## src/rtl/uart_rx_pkg.sv

```systemverilog
// uart_rx_pkg: shared types and constants for the UART receiver and transmitter.
//   uart_state_e  - frame FSM encoding (IDLE/START/DATA/STOP)
//   DATA_BITS     - payload bits per frame
//   OVS           - oversample ticks per bit
//   MID_SAMPLE    - tick count at the middle of the start bit
//   calc_tick_div - clock cycles per oversample tick, rounded to nearest
package uart_rx_pkg;

   typedef enum logic [1:0] {
      IDLE  = 2'b00,
      START = 2'b01,
      DATA  = 2'b10,
      STOP  = 2'b11
   } uart_state_e;

   localparam int DATA_BITS  = 8;
   localparam int OVS        = 16;
   localparam int MID_SAMPLE = OVS/2 - 1;

   function automatic int calc_tick_div(input int clk_freq, input int baud);
      return (clk_freq + (baud*OVS)/2) / (baud*OVS);
   endfunction

endpackage

```

## src/rtl/uart_rx_if.sv

```systemverilog
// uart_rx_if: byte-side handshake of the receiver.
//   rd_ack     - consumer acknowledge pulse (clears data_valid / overrun)
//   data_out   - last received byte
//   data_valid - data_out holds an unacknowledged byte
//   frame_err  - 1-cycle pulse on a low stop bit
//   overrun    - sticky, a byte arrived while data_valid was still set
//   busy       - a frame is being received
// master: the receiver (produces bytes); slave: the consumer.
interface uart_rx_if;

   logic                               rd_ack;
   logic [uart_rx_pkg::DATA_BITS-1:0]  data_out;
   logic                               data_valid;
   logic                               frame_err;
   logic                               overrun;
   logic                               busy;

   modport master (input rd_ack, output data_out, data_valid, frame_err, overrun, busy);
   modport slave  (output rd_ack, input data_out, data_valid, frame_err, overrun, busy);

endinterface

```

## src/rtl/uart_rx_baud_tick_gen.sv

```systemverilog
// baud_tick_gen: free-running divider producing a 1-cycle tick every TICK_DIV clocks.
//   clk_50M - system clock
//   rst     - async active-low reset
//   tick    - high for one cycle when the counter reaches TICK_DIV-1
module baud_tick_gen #(
   parameter int TICK_DIV = 27
) (
   input  logic clk_50M,
   input  logic rst,
   output logic tick
);

   localparam int CW = (TICK_DIV > 1) ? $clog2(TICK_DIV) : 1;

   logic [CW-1:0] r_cnt;

   assign tick = (r_cnt == CW'(TICK_DIV-1));

   always_ff @(posedge clk_50M or negedge rst) begin
      if (!rst)      r_cnt <= '0;
      else if (tick) r_cnt <= '0;
      else           r_cnt <= r_cnt + 1'b1;
   end

endmodule

```

## src/rtl/uart_rx.sv

```systemverilog
// uart_rx: 8N1 UART receiver with 16x oversampling and valid/ack output register.
//   clk_50M - system clock
//   rst     - async active-low reset
//   i_rx    - asynchronous serial line, idle high
//   bus     - byte handshake (uart_rx_if.master)
module uart_rx
   import uart_rx_pkg::*;
#(
   parameter int CLK_FREQ = 50000000,
   parameter int BAUD     = 115200,
   parameter int TICK_DIV = calc_tick_div(CLK_FREQ, BAUD)
) (
   input  logic      clk_50M,
   input  logic      rst,
   input  logic      i_rx,
   uart_rx_if.master bus
);

   logic                 r_sync1, r_sync2;
   logic                 w_rx_s;
   logic                 w_tick;
   uart_state_e          r_state, w_state_nx;
   logic [3:0]           r_sc, w_sc_nx;
   logic [2:0]           r_bi, w_bi_nx;
   logic [DATA_BITS-1:0] r_shift, w_shift_nx;
   logic                 r_armed;
   logic                 w_load, w_ferr;
   logic [DATA_BITS-1:0] r_data;
   logic                 r_valid, r_ferr, r_ovr;

   assign w_rx_s = r_sync2;

   baud_tick_gen #(.TICK_DIV(TICK_DIV)) u_tick (
      .clk_50M (clk_50M),
      .rst     (rst),
      .tick    (w_tick)
   );

   // synchronizer resets to the idle level so reset release is not a start edge
   always_ff @(posedge clk_50M or negedge rst) begin
      if (!rst) begin
         r_sync1 <= 1'b1;
         r_sync2 <= 1'b1;
      end else begin
         r_sync1 <= i_rx;
         r_sync2 <= r_sync1;
      end
   end

   always_ff @(posedge clk_50M or negedge rst) begin
      if (!rst) begin
         r_state <= IDLE;
         r_sc    <= '0;
         r_bi    <= '0;
         r_shift <= '0;
      end else begin
         r_state <= w_state_nx;
         r_sc    <= w_sc_nx;
         r_bi    <= w_bi_nx;
         r_shift <= w_shift_nx;
      end
   end

   always_comb begin
      w_state_nx = r_state;
      w_sc_nx    = r_sc;
      w_bi_nx    = r_bi;
      w_shift_nx = r_shift;
      w_load     = 1'b0;
      w_ferr     = 1'b0;
      if (w_tick) begin
         case (r_state)
            IDLE: begin
               if (r_armed && !w_rx_s) begin
                  w_state_nx = START;
                  w_sc_nx    = '0;
               end
            end
            START: begin
               if (r_sc == 4'(MID_SAMPLE)) begin
                  if (w_rx_s) begin
                     w_state_nx = IDLE;   // start bit gone by mid-bit: glitch
                  end else begin
                     w_state_nx = DATA;
                     w_sc_nx    = '0;
                     w_bi_nx    = '0;
                  end
               end else begin
                  w_sc_nx = r_sc + 1'b1;
               end
            end
            DATA: begin
               if (r_sc == 4'(OVS-1)) begin
                  w_shift_nx[r_bi] = w_rx_s;
                  w_sc_nx          = '0;
                  if (r_bi == 3'(DATA_BITS-1)) w_state_nx = STOP;
                  else                         w_bi_nx    = r_bi + 1'b1;
               end else begin
                  w_sc_nx = r_sc + 1'b1;
               end
            end
            STOP: begin
               if (r_sc == 4'(OVS-1)) begin
                  w_state_nx = IDLE;
                  w_sc_nx    = '0;
                  if (w_rx_s) w_load = 1'b1;
                  else        w_ferr = 1'b1;
               end else begin
                  w_sc_nx = r_sc + 1'b1;
               end
            end
            default: w_state_nx = IDLE;
         endcase
      end
   end

   // After a frame error the line must be seen high again before a new
   // start is accepted, so a held break reports only one frame error.
   always_ff @(posedge clk_50M or negedge rst) begin
      if (!rst)        r_armed <= 1'b0;
      else if (w_ferr) r_armed <= 1'b0;
      else if (w_rx_s) r_armed <= 1'b1;
   end

   // A load in the same cycle as rd_ack wins; overrun only sets when the
   // previous byte is still pending and not being acknowledged right now.
   always_ff @(posedge clk_50M or negedge rst) begin
      if (!rst) begin
         r_data  <= '0;
         r_valid <= 1'b0;
         r_ferr  <= 1'b0;
         r_ovr   <= 1'b0;
      end else begin
         r_ferr <= w_ferr;
         if (w_load) begin
            r_data  <= r_shift;
            r_valid <= 1'b1;
            r_ovr   <= r_valid & ~bus.rd_ack;
         end else if (bus.rd_ack && r_valid) begin
            r_valid <= 1'b0;
            r_ovr   <= 1'b0;
         end
      end
   end

   assign bus.data_out   = r_data;
   assign bus.data_valid = r_valid;
   assign bus.frame_err  = r_ferr;
   assign bus.overrun    = r_ovr;
   assign bus.busy       = (r_state != IDLE);

endmodule

```

## src/flat_wrapper.sv

```systemverilog
// flat-port wrapper written by rule: the top's interface ports become plain ports
module uart_rx_flat import uart_rx_pkg::*;
#(
   parameter int CLK_FREQ = 50000000,
   parameter int BAUD     = 115200,
   parameter int TICK_DIV = calc_tick_div(CLK_FREQ, BAUD)
)
  (clk_50M, rst, i_rx, bus_rd_ack, bus_data_out, bus_data_valid, bus_frame_err, bus_overrun, bus_busy);
  uart_rx_if bus_i ();
  input  logic clk_50M;
  input  logic rst;
  input  logic i_rx;
  input wire logic [$bits(bus_i.rd_ack)-1:0] bus_rd_ack;
  output wire logic [$bits(bus_i.data_out)-1:0] bus_data_out;
  output wire logic [$bits(bus_i.data_valid)-1:0] bus_data_valid;
  output wire logic [$bits(bus_i.frame_err)-1:0] bus_frame_err;
  output wire logic [$bits(bus_i.overrun)-1:0] bus_overrun;
  output wire logic [$bits(bus_i.busy)-1:0] bus_busy;
  assign bus_i.rd_ack = bus_rd_ack;
  assign bus_data_out = bus_i.data_out;
  assign bus_data_valid = bus_i.data_valid;
  assign bus_frame_err = bus_i.frame_err;
  assign bus_overrun = bus_i.overrun;
  assign bus_busy = bus_i.busy;
  uart_rx #(.CLK_FREQ(CLK_FREQ), .BAUD(BAUD), .TICK_DIV(TICK_DIV)) u_core (.clk_50M(clk_50M), .rst(rst), .i_rx(i_rx), .bus(bus_i));
endmodule
```

## config.mk

```make
export PLATFORM = sky130hd
export DESIGN_NAME = uart_rx_flat
export DESIGN_NICKNAME = d
export VERILOG_FILES = /design/src/rtl/uart_rx_pkg.sv /design/src/rtl/uart_rx_if.sv /design/src/rtl/uart_rx_baud_tick_gen.sv /design/src/rtl/uart_rx.sv /design/src/flat_wrapper.sv
export SDC_FILE = /design/constraint.sdc
export NUM_CORES = 1
export LEC_CHECK = 0
export ABC_AREA = 1
export CAP_MARGIN = 30
export CORE_ASPECT_RATIO = 0.5
export CORE_MARGIN = 2
export CORE_UTILIZATION = 45
export CTS_BUF_LIST = sky130_fd_sc_hd__clkbuf_4
export DETAILED_ROUTE_END_ITERATION = 8
export PLACE_DENSITY = 0.73
export SLEW_MARGIN = 10
export SYNTH_ARGS = -nofsm -noshare
export SYNTH_HDL_FRONTEND = slang
export SYNTH_HIERARCHICAL = 1
export SYNTH_SLANG_ARGS = --single-unit
```

## constraint.sdc

```tcl
create_clock -name clk_50M -period 1.5 [get_ports clk_50M]
set_clock_uncertainty 0.05 [all_clocks]
set_input_delay 0.15 -clock clk_50M [delete_from_list [all_inputs] [get_ports clk_50M]]
set_output_delay 0.15 -clock clk_50M [all_outputs]
set_load 0.02 [all_outputs]
```

==> reports/metrics.csv <==
stage,metric,value,unit
synthesis,Avg Synthesized Cell Area,8.52,um^2
clocking,CTS Root Cell,clkbuf_4,
power,Psw,0.000362,W
power,share of power burned in combinational logic,3.9,%
synthesis,mux cell area share after synthesis,0,%
place,post-place setup slack,-72.1,ps
synthesis,Synth Area in XOR/XNOR,1.02,%
floorplanning,total core area,3550,um^2
synthesis,adder-cell area share of the yosys netlist,3.64,%
timing,RSZ-0062 raised after global routing,yes,
detailed_routing,DR iter-0 viols,66,
critical_path,"Largest delay share family, worst path",simple AND/OR/NAND/NOR gates,
timing,Total Neg Setup Slack,-270,ps
critical_path,Worst EP required,1680,ps
synthesis,compound-gate portion of the synthesized area,5.89,%
synthesis,"Top FF cell, synth",dfrtp_1,
place,GPL Wtd Cong,0.821,
detailed_routing,TritonRoute pass-1 iters,4,
clocking,Sink Count,36,
job,max_cap viols,0,
finish,final core utilization,65.3,%
global_routing,initial antenna violation count,0,
timing,Fin. Hold Viols,0,
finish,antenna cells,0,
power,LEAKAGE,1.13,nW
global_routing,largest net degree at the start of global routing,37,
power,Flop pwr share,56.7,%
power,cell-internal power,0.00137,W
synthesis,Mapped Nets,211,
detailed_routing,final WL,3390,um
synthesis,largest family of logic cells by synthesized area,simple AND/OR/NAND/NOR gates,
synthesis,Ys Warns,6,
synthesis,Synth area leaders,"dfrtp_1 (49%), nand2_1 (14%), nand3_1 (7.3%)",
status,status,"finished, violations left",
clocking,CTS Buf Count,5,
power,switching fraction of total power,20.9,%
synthesis,post-synth top area cell,dfrtp_1,
finish,share of cells above drive strength 1,30.4,%
place,dpl hpwl,2270,um
floorplanning,Die H,47.7,um
clocking,CTS tree,done,
critical_path,crit-path cells,"inv_2, ha_4, nand2_2, inv_2, nand2_2, inv_4, nand4_4, nor3_4, nand2_1, nand2_1, o21ai_1",
timing,period utilization,104,%
power,clock network fraction of total power,39.4,%
floorplanning,die width,91.4,um
critical_path,slowest CP cell,dfrtp_1,
floorplanning,Initial Util,48.5,%
finish,nets,245,
floorplanning,Die ar.,4360,um^2
power,power per cell area,748,nW/um^2
timing,Slew HR,80.4,%
synthesis,Mapped Cells,202,
clocking,Worst-path clk slew,110,ps
critical_path,Crit path largest cell delay,400,ps
detailed_routing,WL/cell,11.8,um
critical_path,arrival time worst endpoint,1750,ps
power,Max VDD drop,0.341,mV
synthesis,post-synthesis simple-gate area fraction,31.1,%
synthesis,sequential fraction of the synthesis area,52.5,%
status,failing checks,negative setup slack,
timing,Final setup viols,9,
timing,Highest Clock Rate,0.638,GHz
critical_path,CP endpoint kind,flip-flop,
synthesis,synthesized area,1720,um^2
synthesis,synthesis-stage register bit count,36,
floorplanning,IO Pins,16,
detailed_routing,DRT antenna net count,0,
timing,Slew @ Worst Pin,294,ps
critical_path,WP buf/inv,3,
global_routing,GRT Util Overall,17.3,%
finish,P&R area growth vs syn,34.5,%
critical_path,startpoint class of the critical path,flip-flop,
synthesis,top cell type's share of synthesized area,49.5,%
critical_path,maximum fanout along the worst path,4,
synthesis,ys async rst share,100,%
detailed_routing,total number of vias,1476,
critical_path,CP Class,flip-flop to flip-flop,
global_routing,GRT Residual Overflow,0,
global_routing,number of global-route vias before repair,1340,
detailed_routing,Avg Vias per Cell,5.13,
place,port buffer count,15,
clocking,deepest clock path buffer count,2,
place,Post-DP Area,2070,um^2
synthesis,Unique masters post-synth,26,
timing,Pins Over Slew Limit,0,
timing,"Worst Setup Slack, final",-66.5,ps
floorplanning,# rows,15,
clocking,clk_lat worst skew,340,ps
timing,Tmin final,1570,ps
synthesis,number of synthesized flops with an enable pin,0,
clocking,number of H-tree levels,2,
detailed_routing,DRC Markers,0,
hold_path,Hold/Removal Path Class,input port to asynchronous set/reset pin,
global_routing,first-pass GRT wire length,5700,um
finish,Finished Cell Area,2310,um^2
==> stage by stage <==
stage | hold slack [ps] | cells | power, W
floorplan | -196 | 202 | 0.00102
global placement | 298 | 279 | 0.00106
detailed placement | 302 | 279 | 0.00106
CTS | 127 | 288 | 0.00175
global route | 127 | 288 | 0.00181
finish | 131 | 288 | 0.00173
==> cell type report <==
type	instances	area (um^2)
fillers	279	1230
multi-input cells	143	913
flip-flops and latches	36	906
repair buffers	31	275
inverters	19	76.3
well taps	51	63.8
clock buffers	6	45.0
clock inverters	2	35.0
==> Yosys cell counts, drive strengths merged, types with 2 or more instances <==
cell and count:
nand2 65, dfrtp 34, nand3 25, inv 19, nor2 19, o21ai 14
ha 5, nand4 5, a21oi 3, buf 3, dfstp 2, nor3 2
==> placed cells by master, fill, tap and decap left out, drive strengths merged, types with 2 or more instances in the layout <==
master	count
a21oi	3
buf	17
clkbuf	6
clkdlybuf4s50	3
dfrtp	34
dfstp	2
dlygate4sd2	10
ha	5
inv	19
nand2	65
nand3	25
nand4	5
nor2	19
nor3	2
o21ai	14
==> final timing paths <==
check / start / endpoint / depth (start not counted) / slack (ps)
setup / recovery: u_core/u_tick/r_cnt[0]$_DFF_PN0_ / u_core/r_shift[4]$_DFFE_PN0P_ / 11 / -70
hold / removal: rst / u_core/r_sc[1]$_DFFE_PN0P_ / 2 / 130
setup reg to reg: u_core/u_tick/r_cnt[0]$_DFF_PN0_ / u_core/r_shift[4]$_DFFE_PN0P_ / 11 / -70
hold reg to reg: u_core/r_sync1$_DFF_PN1_ / u_core/r_sync2$_DFF_PN1_ / 0 / 320
max in group asynchronous: rst / u_core/r_sync2$_DFF_PN1_ / 2 / 1030
min in group clk_50M: i_rx / u_core/r_sync1$_DFF_PN1_ / 1 / 160
==> registers in the layout (all words and copies together) (netlist names), named ones only <==
signal / cells
u_core/r_sync2: 1
u_core/r_bi: 3
u_core/bus.overrun: 1
u_core/r_shift: 8
u_core/bus.frame_err: 1
u_core/bus.data_out: 8
u_core/u_tick/r_cnt: 5
u_core/r_state: 1
u_core/r_sc: 4
u_core/bus.data_valid: 1
u_core/r_armed: 1
u_core/r_sync1: 1
==> layer usage <==
metal	vias up	global-route usage, %	routed length, um	share of wire [%]
met1	701	19.9	1590	47
li1	734	-	-	-
met5	-	0	0	0
met4	0	9.09	58	1.7
met2	34	31.2	1610	47
met3	7	5.35	129	3.8
==> power groups by stage <==
stage | logic, W | registers [W] | clock network, W
2_1_floorplan | 0.0000205 | 0.000998 | 0
3_3_place_gp | 0.0000641 | 0.000999 | 0
3_5_place_dp | 0.0000649 | 0.000999 | 0
4_1_cts | 0.0000677 | 0.000982 | 0.000702
5_1_grt | 0.0000746 | 0.000982 | 0.000756
6_report | 0.0000670 | 0.000981 | 0.000682
==> worst reg2reg max path, cell delays in order (launching register included) <==
cell	delay [ps]
dfrtp_1	400
inv_2	70
ha_4	120
nand2_2	50
inv_2	50
nand2_2	60
inv_4	80
nand4_4	140
nor3_4	240
nand2_1	90
nand2_1	70
o21ai_1	50
==> what timing repair did <==
| item | CTS | global route |
|---|---|---|
| gates resized for setup | 19 | 35 |
| hold buffers | 0 | 0 |
| buffers inserted | 1 | 0 |
| setup endpoints to repair | 26 | 31 |
| pin swaps | 1 | 14 |
==> cells by family after synthesis <==
family	count (synthesis)
DFF	36
and+or+nand+nor	118
AOI/OAI and AO/OA	18
adders and majority gates	5
xor gates and xnor gates	2
buffers and inverters	23
No activity file was read; power rests on OpenSTA's default activity.
